==> config.mk <==
export PLATFORM = sky130hd
export DESIGN_NAME = ntt_addr_gen_flat
export DESIGN_NICKNAME = d
export VERILOG_FILES = /design/src/rtl/ntt_addr_gen_if.sv /design/src/rtl/ntt_addr_gen.sv /design/src/flat_wrapper.sv
export SDC_FILE = /design/constraint.sdc
export NUM_CORES = 1
export LEC_CHECK = 0
export BUFFER_PORTS_ARGS = -buffer_cell sky130_fd_sc_hd__buf_2
export CAP_MARGIN = 20
export CORE_MARGIN = 1.5
export CORE_UTILIZATION = 56
export DETAILED_ROUTE_END_ITERATION = 8
export HOLD_SLACK_MARGIN = 0.06
export PLACE_DENSITY_LB_ADDON = 0.08
export SYNTH_ARGS = -nofsm -noshare
export SYNTH_HDL_FRONTEND = slang
export SYNTH_SLANG_ARGS = --single-unit
export TNS_END_PERCENT = 5
==> constraint.sdc <==
create_clock -name clk -period 6.99 [get_ports clk]
set_input_delay 1.7475 -clock clk [delete_from_list [all_inputs] [get_ports clk]]
set_output_delay 1.7475 -clock clk [all_outputs]
set_load 0.005 [all_outputs]
==> src/rtl/ntt_addr_gen_if.sv <==
// Bundle between the poly controller, coefficient RAM / twiddle ROM and the butterfly.
// The address generator sits on the slave side; the controller and test drivers use master.
interface ntt_addr_gen_if;
    logic       start;
    logic       mode;
    logic       en;
    logic       rd_en;
    logic [7:0] rd_addr_a;
    logic [7:0] rd_addr_b;
    logic [6:0] tw_idx;
    logic [1:0] sel;
    logic       wr_en;
    logic [7:0] wr_addr_a;
    logic [7:0] wr_addr_b;
    logic [2:0] layer;
    logic       busy;
    logic       done;

    modport master (
        output start, mode, en,
        input  rd_en, rd_addr_a, rd_addr_b, tw_idx, sel,
        input  wr_en, wr_addr_a, wr_addr_b, layer, busy, done
    );

    modport slave (
        input  start, mode, en,
        output rd_en, rd_addr_a, rd_addr_b, tw_idx, sel,
        output wr_en, wr_addr_a, wr_addr_b, layer, busy, done
    );
endinterface

==> src/rtl/ntt_addr_gen.sv <==
// Kyber NTT/INTT address generator: walks 7 butterfly layers of a 256-coefficient polynomial,
// issuing one coefficient pair per cycle and echoing the addresses as write-back LAT cycles later.
module ntt_addr_gen #(
    parameter int RAM_LAT = 1,
    parameter int BF_LAT  = 3
) (
    input  logic          clk,
    input  logic          rst,
    ntt_addr_gen_if.slave bus
);
    localparam int LAT   = RAM_LAT + BF_LAT;
    localparam int CNT_W = (LAT > 1) ? $clog2(LAT) : 1;
    localparam int WB_W  = 17;

    typedef enum logic [1:0] {IDLE, ISSUE, DRAIN, DONE} state_t;

    state_t           state_reg, state_next;
    logic             mode_reg, mode_next;
    logic [2:0]       l_reg, l_next;
    logic [6:0]       i_reg, i_next;
    logic [CNT_W-1:0] cnt_reg, cnt_next;

    logic       rd_en_reg, rd_en_next;
    logic [7:0] rd_addr_a_reg, rd_addr_a_next;
    logic [7:0] rd_addr_b_reg, rd_addr_b_next;
    logic [6:0] tw_idx_reg, tw_idx_next;
    logic [1:0] sel_reg, sel_next;
    logic [2:0] layer_reg;
    logic       busy_reg, busy_next;
    logic       done_reg, done_next;

    logic [2:0] sh;
    logic [7:0] i_ext, len, mask, pair_a, pair_b;
    logic [6:0] grp, tw_val;

    // Pair mapping: a is i with the group bits shifted up one place, b sits len above it.
    always_comb begin
        i_ext  = {1'b0, i_reg};
        sh     = mode_reg ? (l_reg + 3'd1) : (3'd7 - l_reg);
        len    = 8'd1 << sh;
        mask   = len - 8'd1;
        grp    = i_reg >> sh;
        pair_a = ((i_ext & ~mask) << 1) | (i_ext & mask);
        pair_b = pair_a + len;
        tw_val = mode_reg ? ((7'h7f >> l_reg) - grp) : ((7'd1 << l_reg) + grp);
    end

    always_comb begin
        state_next     = state_reg;
        mode_next      = mode_reg;
        l_next         = l_reg;
        i_next         = i_reg;
        cnt_next       = cnt_reg;
        rd_en_next     = 1'b0;
        rd_addr_a_next = rd_addr_a_reg;
        rd_addr_b_next = rd_addr_b_reg;
        tw_idx_next    = tw_idx_reg;
        sel_next       = 2'd2;
        busy_next      = 1'b0;
        done_next      = 1'b0;
        unique case (state_reg)
            IDLE: begin
                if (bus.start) begin
                    mode_next  = bus.mode;
                    l_next     = 3'd0;
                    i_next     = 7'd0;
                    cnt_next   = '0;
                    state_next = ISSUE;
                end
            end
            ISSUE: begin
                busy_next = 1'b1;
                sel_next  = {1'b0, mode_reg};
                if (bus.en) begin
                    rd_en_next     = 1'b1;
                    rd_addr_a_next = pair_a;
                    rd_addr_b_next = pair_b;
                    tw_idx_next    = tw_val;
                    i_next         = i_reg + 7'd1;
                    if (i_reg == 7'd127) begin
                        cnt_next   = '0;
                        state_next = DRAIN;
                    end
                end
            end
            DRAIN: begin
                // Hold off the next layer until the last write-back of this one has landed.
                busy_next = 1'b1;
                sel_next  = {1'b0, mode_reg};
                if (cnt_reg == CNT_W'(LAT - 1)) begin
                    cnt_next = '0;
                    if (l_reg == 3'd6) begin
                        state_next = DONE;
                    end else begin
                        l_next     = l_reg + 3'd1;
                        i_next     = 7'd0;
                        state_next = ISSUE;
                    end
                end else begin
                    cnt_next = cnt_reg + CNT_W'(1);
                end
            end
            DONE: begin
                done_next  = 1'b1;
                state_next = IDLE;
            end
            default: state_next = IDLE;
        endcase
    end

    always_ff @(posedge clk or negedge rst) begin
        if (!rst) begin
            state_reg     <= IDLE;
            mode_reg      <= 1'b0;
            l_reg         <= 3'd0;
            i_reg         <= 7'd0;
            cnt_reg       <= '0;
            rd_en_reg     <= 1'b0;
            rd_addr_a_reg <= 8'd0;
            rd_addr_b_reg <= 8'd0;
            tw_idx_reg    <= 7'd0;
            sel_reg       <= 2'd2;
            layer_reg     <= 3'd0;
            busy_reg      <= 1'b0;
            done_reg      <= 1'b0;
        end else begin
            state_reg     <= state_next;
            mode_reg      <= mode_next;
            l_reg         <= l_next;
            i_reg         <= i_next;
            cnt_reg       <= cnt_next;
            rd_en_reg     <= rd_en_next;
            rd_addr_a_reg <= rd_addr_a_next;
            rd_addr_b_reg <= rd_addr_b_next;
            tw_idx_reg    <= tw_idx_next;
            sel_reg       <= sel_next;
            layer_reg     <= l_reg;
            busy_reg      <= busy_next;
            done_reg      <= done_next;
        end
    end

    // Write-back delay line shifts every cycle; the butterfly never stalls.
    for (genvar gi = 0; gi < LAT; gi++) begin : g_wb
        logic [WB_W-1:0] stage_reg;
        if (gi == 0) begin : g_head
            always_ff @(posedge clk or negedge rst) begin
                if (!rst) stage_reg <= '0;
                else      stage_reg <= {rd_en_reg, rd_addr_a_reg, rd_addr_b_reg};
            end
        end else begin : g_tail
            always_ff @(posedge clk or negedge rst) begin
                if (!rst) stage_reg <= '0;
                else      stage_reg <= g_wb[gi-1].stage_reg;
            end
        end
    end

    assign bus.rd_en     = rd_en_reg;
    assign bus.rd_addr_a = rd_addr_a_reg;
    assign bus.rd_addr_b = rd_addr_b_reg;
    assign bus.tw_idx    = tw_idx_reg;
    assign bus.sel       = sel_reg;
    assign bus.layer     = layer_reg;
    assign bus.busy      = busy_reg;
    assign bus.done      = done_reg;
    assign {bus.wr_en, bus.wr_addr_a, bus.wr_addr_b} = g_wb[LAT-1].stage_reg;
endmodule

==> src/flat_wrapper.sv <==
// flat-port wrapper written by rule: the top's interface ports become plain ports
module ntt_addr_gen_flat 
#(
    parameter int RAM_LAT = 1,
    parameter int BF_LAT  = 3
)
  (clk, rst, bus_start, bus_mode, bus_en, bus_rd_en, bus_rd_addr_a, bus_rd_addr_b, bus_tw_idx, bus_sel, bus_wr_en, bus_wr_addr_a, bus_wr_addr_b, bus_layer, bus_busy, bus_done);
  ntt_addr_gen_if bus_i ();
  input  logic clk;
  input  logic rst;
  input wire logic [$bits(bus_i.start)-1:0] bus_start;
  input wire logic [$bits(bus_i.mode)-1:0] bus_mode;
  input wire logic [$bits(bus_i.en)-1:0] bus_en;
  output wire logic [$bits(bus_i.rd_en)-1:0] bus_rd_en;
  output wire logic [$bits(bus_i.rd_addr_a)-1:0] bus_rd_addr_a;
  output wire logic [$bits(bus_i.rd_addr_b)-1:0] bus_rd_addr_b;
  output wire logic [$bits(bus_i.tw_idx)-1:0] bus_tw_idx;
  output wire logic [$bits(bus_i.sel)-1:0] bus_sel;
  output wire logic [$bits(bus_i.wr_en)-1:0] bus_wr_en;
  output wire logic [$bits(bus_i.wr_addr_a)-1:0] bus_wr_addr_a;
  output wire logic [$bits(bus_i.wr_addr_b)-1:0] bus_wr_addr_b;
  output wire logic [$bits(bus_i.layer)-1:0] bus_layer;
  output wire logic [$bits(bus_i.busy)-1:0] bus_busy;
  output wire logic [$bits(bus_i.done)-1:0] bus_done;
  assign bus_i.start = bus_start;
  assign bus_i.mode = bus_mode;
  assign bus_i.en = bus_en;
  assign bus_rd_en = bus_i.rd_en;
  assign bus_rd_addr_a = bus_i.rd_addr_a;
  assign bus_rd_addr_b = bus_i.rd_addr_b;
  assign bus_tw_idx = bus_i.tw_idx;
  assign bus_sel = bus_i.sel;
  assign bus_wr_en = bus_i.wr_en;
  assign bus_wr_addr_a = bus_i.wr_addr_a;
  assign bus_wr_addr_b = bus_i.wr_addr_b;
  assign bus_layer = bus_i.layer;
  assign bus_busy = bus_i.busy;
  assign bus_done = bus_i.done;
  ntt_addr_gen #(.RAM_LAT(RAM_LAT), .BF_LAT(BF_LAT)) u_core (.clk(clk), .rst(rst), .bus(bus_i));
endmodule
# [Word-level counts from Yosys, hierarchy flattened]
# Cells that the tools add are included.
# Widths: inputs -> output; s select.
[op_classes] bitwise_logic=4 n_shift=4 mux=27 n_addsub=8 n_reduce_logical=10 eq_ne=11
[ops] operator="$mux 7" count=5
[ops] operator="$pmux 7 s3" count=1
[ops] operator="$mux 2" count=10
[ops] operator="$mux 3" count=4
[ops] operator="$reduce_and 4->1" count=3
[ops] operator="$add 8x8->8" count=1
[ops] operator="$and 7x8->8" count=1
[ops] operator="$or 8x8->8" count=1
[ops] operator="$pmux 2 s4" count=1
[ops] operator="$shl 1x3->8 const A" count=1
[ops] operator="$sub 8x1->8 const B" count=1
[ops] operator="$add 7x1->7 const B" count=1
[ops] operator="$add 7x7->7" count=1
[ops] operator="$and 7x7->7" count=1
[ops] operator="$eq 7x7->1 const B" count=1
[ops] operator="$not 7->7" count=1
[ops] operator="$shl 1x3->7 const A" count=1
[ops] operator="$shr 7x3->7" count=1
[ops] operator="$shr 7x3->7 const A" count=1
[ops] operator="$sub 7x7->7" count=1
[ops] operator="$eq 2x2->1 const B" count=3
[ops] operator="$ne 2x2->1 const B" count=3
[ops] operator="$pmux 2 s3" count=1
[ops] operator="$pmux 3 s2" count=1
[ops] operator="other kinds (13)" count=18
[word_totals] wordCells=81 ff_bits=114 out_inout_bits=48

# [Longest topological paths before layout]
[depth] depth_word=8 mapped_depth=20 depth_no_buf=19

# [Least setup slack after synthesis]
# Ideal clock, no wire load.
[synth_path] path_type="flip-flop to flip-flop" from="reg u_core.l_reg[2]" to="reg u_core.rd_addr_b_reg[7], in the netlist u_core.bus.rd_addr_b[7]" n_path_buf=2 slack_ns=2.843 arrival_ns=4.016 stages_incl_launch_ff=21 path_cell_list="dfrtp_1 > clkbuf_1 > inv_1 > ha_1 > or2b_1 > nand2_1 > buf_2 > nand3_1 > ha_1 > inv_1 > a311o_1 > a31oi_2 > nor2_2 > o2bb2ai_2 > ha_1 > or3_1 > o21ai_0 > nor2_1 > and3_1 > a2111oi_2 > nand2_1"
[synth_between] elab_chain_cells=8 elab_cells_between_ends=10
[synth_lines] item="start, declared" line_no="ntt_addr_gen.sv:19" source="logic [2:0] l_reg, l_next;"
[synth_lines] item="start signal, assigned" line_no="ntt_addr_gen.sv:129" source="l_reg <= l_next;"
[synth_lines] item="$sub 3x3->3 / $add 3x1->3 (equally long branches)" line_no="ntt_addr_gen.sv:39" source="sh = mode_reg ? (l_reg + 3'd1) : (3'd7 - l_reg);"
[synth_lines] item="$mux 3 *" line_no="ntt_addr_gen.sv:39"
[synth_lines] item="$shl 1x3->8 *" line_no="ntt_addr_gen.sv:40" source="len = 8'd1 << sh;"
[synth_lines] item="$sub 8x1->8 *" line_no="ntt_addr_gen.sv:41" source="mask = len - 8'd1;"
[synth_lines] item="$not 7->7" line_no="ntt_addr_gen.sv:43" source="pair_a = ((i_ext & ~mask) << 1) | (i_ext & mask);"
[synth_lines] item="$and 7x7->7" line_no="ntt_addr_gen.sv:43"
[synth_lines] item="$or 8x8->8 *" line_no="ntt_addr_gen.sv:43"
[synth_lines] item="named net u_core.pair_a[6]" line_no="ntt_addr_gen.sv:33" source="logic [7:0] i_ext, len, mask, pair_a, pair_b;"
[synth_lines] item="$add 8x8->8 *" line_no="ntt_addr_gen.sv:44" source="pair_b = pair_a + len;"
[synth_lines] item="end signal, assigned" line_no="ntt_addr_gen.sv:134" source="rd_addr_b_reg <= rd_addr_b_next;"
[synth_lines] item="end, declared" line_no="ntt_addr_gen.sv:25" source="logic [7:0] rd_addr_b_reg, rd_addr_b_next;"
# Mark *: on every way through the listed nets, which the timed path passes. The rest lies on a longest branch.
# A chain may end at the register's enable or synchronous reset.

# [Worst setup path after layout]
[layout_path] from="reg u_core.l_reg[0]" to="reg u_core.rd_addr_b_reg[7], in the netlist u_core.bus.rd_addr_b[7]"
# The elaborated chain is that of the path after synthesis.

==> results.sh <==
export IMPL_status="finished, final reports clean"
export IMPL_ys_seq_area_share_pct=55.9
export IMPL_antenna_cells=0
export IMPL_final_common_cell="dfrtp_1"
export IMPL_antenna_found_initial=0
export IMPL_ctsHoldBuffers=0
export IMPL_drive_gt1_share_pct=20.7
export IMPL_synth_enable_flop_cells=0
export IMPL_critPathMaxFanout=18
export IMPL_hold_end="u_core.g_wb[2].stage_reg[14]$_DFF_PN0_"
export IMPL_via_count=3538
export IMPL_numCtsBuffers=17
export IMPL_grt_max_degree=62
export IMPL_critical_path_max_stage_delay_ns=0.69
export IMPL_synth_flop_cell="dfrtp_1"
export IMPL_ys_async_sr_fraction_pct=100
export IMPL_viasPerCell=5.54
export IMPL_rr_worst_depth=19
export IMPL_nets=559
export IMPL_rows=34
export IMPL_grt_pass1_wl_mm=17.6
export IMPL_syn_avg_cell_area_sq_um=11.2
export IMPL_cp_required_ns=7.38
export IMPL_start_util_pct=58.2
export IMPL_synth_cells=457
export IMPL_utilization_pct=69.1
export IMPL_syn_cell_area_sq_um=5100
export IMPL_area_growth_pct=18.6
export IMPL_portBuffers=52
export IMPL_dieArea_sq_um=9690
export IMPL_die_w_um=98.5
export IMPL_reg2reg_to="u_core.bus.rd_addr_b[7]$_DFFE_PN0P_"
export IMPL_r2r_setup_slack_ns=2.08
export IMPL_cts_sinks=114
export IMPL_clk_path_buf_depth=2
export IMPL_synth_distinct_cells=63
export IMPL_power_leakage_nw=3.07
export IMPL_clk_latency_ns=0.51
export IMPL_post_cts_buffers=0
export IMPL_final_setup_viol_count=0
export IMPL_drc=0
export IMPL_root_buffer="clkbuf_8"
export IMPL_wire_per_inst_um=16.4
export IMPL_final_cell_mix="113 x dfrtp_1, 51 x buf_2, 49 x nand2_1"
export IMPL_slew_headroom_pct=46.1
export IMPL_setup_tns_ns=0
export IMPL_min_from="u_core.g_wb[1].stage_reg[14]$_DFF_PN0_"
export IMPL_crit_arrival_ns=5.30
export IMPL_worst_slew_pin_transition_ns=0.809
export IMPL_p_per_area_nw_per_um2=450
export IMPL_cp_slowest_cell="dfrtp_1"
export IMPL_die_h_um=98.5
export IMPL_crit_path_end_kind="register"
export IMPL_grt_pass1_vias=3547
export IMPL_rsz0062_at_grt="false"
export IMPL_gp_routability_congestion=0.945
export IMPL_skew_ns=0.00962
export IMPL_grt_usage_pct=23.7
export IMPL_ys_ff_latch=114
export IMPL_overflow=0
export IMPL_cts_resized=0
export IMPL_cts_clk_slew_worst_paths_ns=0.06
export IMPL_worstPathCellList="ha_1 -> inv_1 -> ha_1 -> or2b_1 -> nand2_1 -> nand2_1 -> ha_1 -> inv_1 -> a311o_1 -> a31oi_2 -> nor2_2 -> o2bb2ai_2 -> ha_1 -> or3_1 -> o21ai_0 -> nor2_1 -> and3_1 -> a2111oi_2 -> nand2_1"
export IMPL_htree_levels=4
export IMPL_pin_count=53
export IMPL_largest_reg_flops=68
export IMPL_r2r_start="u_core.l_reg[0]$_DFFE_PN0P_"
export IMPL_crit_top_cell="ha_1"
export IMPL_final_min_clock_period_ns=4.91
export IMPL_final_max_slew_viol_count=0
export IMPL_n_fill_cell=678
export IMPL_dp_hpwl_mm=7.19
export IMPL_fmax_mhz=204
export IMPL_vdd_drop_max_mv=0.296
export IMPL_cap_violations=0
export IMPL_cp_start_kind="register"
export IMPL_synth_warnings=0
export IMPL_stdcell_area_sq_um=6050
export IMPL_worstHoldPathCells=0
export IMPL_fin_crit_sh_pct=70.3
export IMPL_hold_viol_final=0
export IMPL_hp_class="register to register"
export IMPL_post_dp_cell_area_sq_um=5460
export IMPL_critical_path_class="register to register"
export IMPL_dr_pass1_iters=4
export IMPL_syn_nets=498
export IMPL_cts_tree="built"
export IMPL_drt_iter0_markers=176
export IMPL_routed_wl_mm=10.5
export IMPL_core_sq_um=8760
export IMPL_totalPowerFinal_mw=2.72
export IMPL_final_antenna_net_count=0
synth_stat cells (4+ instances only):
| master | count | area [sq um] |
|---|---|---|
| buf_2 | 4 | 20.0 |
| nand3_1 | 11 | 55.1 |
| nor3_1 | 10 | 50.1 |
| dfrtp_1 | 113 | 2830 |
| mux2_2 | 7 | 78.8 |
| o21ai_0 | 36 | 180 |
| xnor2_1 | 10 | 87.6 |
| ha_1 | 33 | 413 |
| nor2_1 | 30 | 113 |
| o211ai_1 | 4 | 30.0 |
| clkbuf_1 | 8 | 30.0 |
| mux2i_1 | 4 | 40.0 |
| or3_1 | 6 | 37.5 |
| xor2_1 | 4 | 35.0 |
| nand2_1 | 49 | 184 |
| a211oi_1 | 9 | 67.6 |
| nor2b_1 | 7 | 43.8 |
| inv_1 | 26 | 97.6 |
| a21oi_1 | 17 | 85.1 |
| a22o_1 | 6 | 52.6 |
critical path: cells and delay by family, from the launching register on:
kind | cells | cell delay [ns]
buffers and inverters | 2 | 0.14
flip-flops | 1 | 0.69
AO/OA/AOI/OAI | 5 | 1.23
adder cells (fa/ha/maj) | 4 | 1.17
AND/OR/NAND/NOR | 8 | 1.55
metal layers:
metal | global-route usage, % | up-vias | share of wire, %
met5 | 0 | - | 0
li1 | - | 1710 | -
met4 | 8.45 | 0 | 0.99
met2 | 38.9 | 101 | 49
met1 | 30.9 | 1716 | 44
met3 | 5.60 | 11 | 5.6
per-stage QoR:
step	setup WS [ns]	instances	hold slack (ns)
floorplan	2.84	457	0.331
global placement	2.32	607	0.332
detailed placement	2.17	607	0.335
CTS	2.15	639	0.344
global route	1.76	639	0.349
finish	2.08	639	0.343
worst max-delay path by stage:
| stage | depth (start not counted) | from | endpoint | slack, ns |
|---|---|---|---|---|
| finish | 19 | u_core.l_reg[0]$_DFFE_PN0P_ | u_core.bus.rd_addr_b[7]$_DFFE_PN0P_ | 2.08 |
| CTS | 19 | u_core.l_reg[0]$_DFFE_PN0P_ | u_core.bus.rd_addr_b[7]$_DFFE_PN0P_ | 2.15 |
| floorplan | 20 | u_core.l_reg[2]$_DFFE_PN0P_ | u_core.bus.rd_addr_b[7]$_DFFE_PN0P_ | 2.84 |
| detailed placement | 19 | u_core.l_reg[0]$_DFFE_PN0P_ | u_core.bus.rd_addr_b[7]$_DFFE_PN0P_ | 2.17 |
| global placement | 19 | u_core.l_reg[0]$_DFFE_PN0P_ | u_core.bus.rd_addr_b[7]$_DFFE_PN0P_ | 2.32 |
| global route | 19 | u_core.l_reg[0]$_DFFE_PN0P_ | u_core.bus.rd_addr_b[7]$_DFFE_PN0P_ | 1.76 |
layout make-up:
type,instances,area (sq um),area share [%]
flip-flops and latches,114,2850,47.2
multi-input cells,303,2090,34.5
clock buffers,19,442,7.30
repair buffers,55,285,4.71
clock inverters,13,149,2.46
well taps,108,135,2.23
inverters,27,101,1.67
cells by family after synthesis:
group | after synthesis | synth area share (%)
fa+ha+maj | 36 | 9.27
xor+xnor | 14 | 2.40
buf+inv | 40 | 3.19
mux | 13 | 3.07
flops | 114 | 55.9
simple gates | 136 | 12.6
compound gates | 103 | 13.5
other cells | 1 | 0.0735
power by group:
part | leakage (nW) | switching, mW | internal, mW
logic | 1.27 | 0.534 | 0.354
registers | 1.52 | 0.130 | 0.848
clock network | 0.287 | 0.323 | 0.531
total | 3.07 | 0.987 | 1.73
No activity file was read; power rests on OpenSTA's default activity.
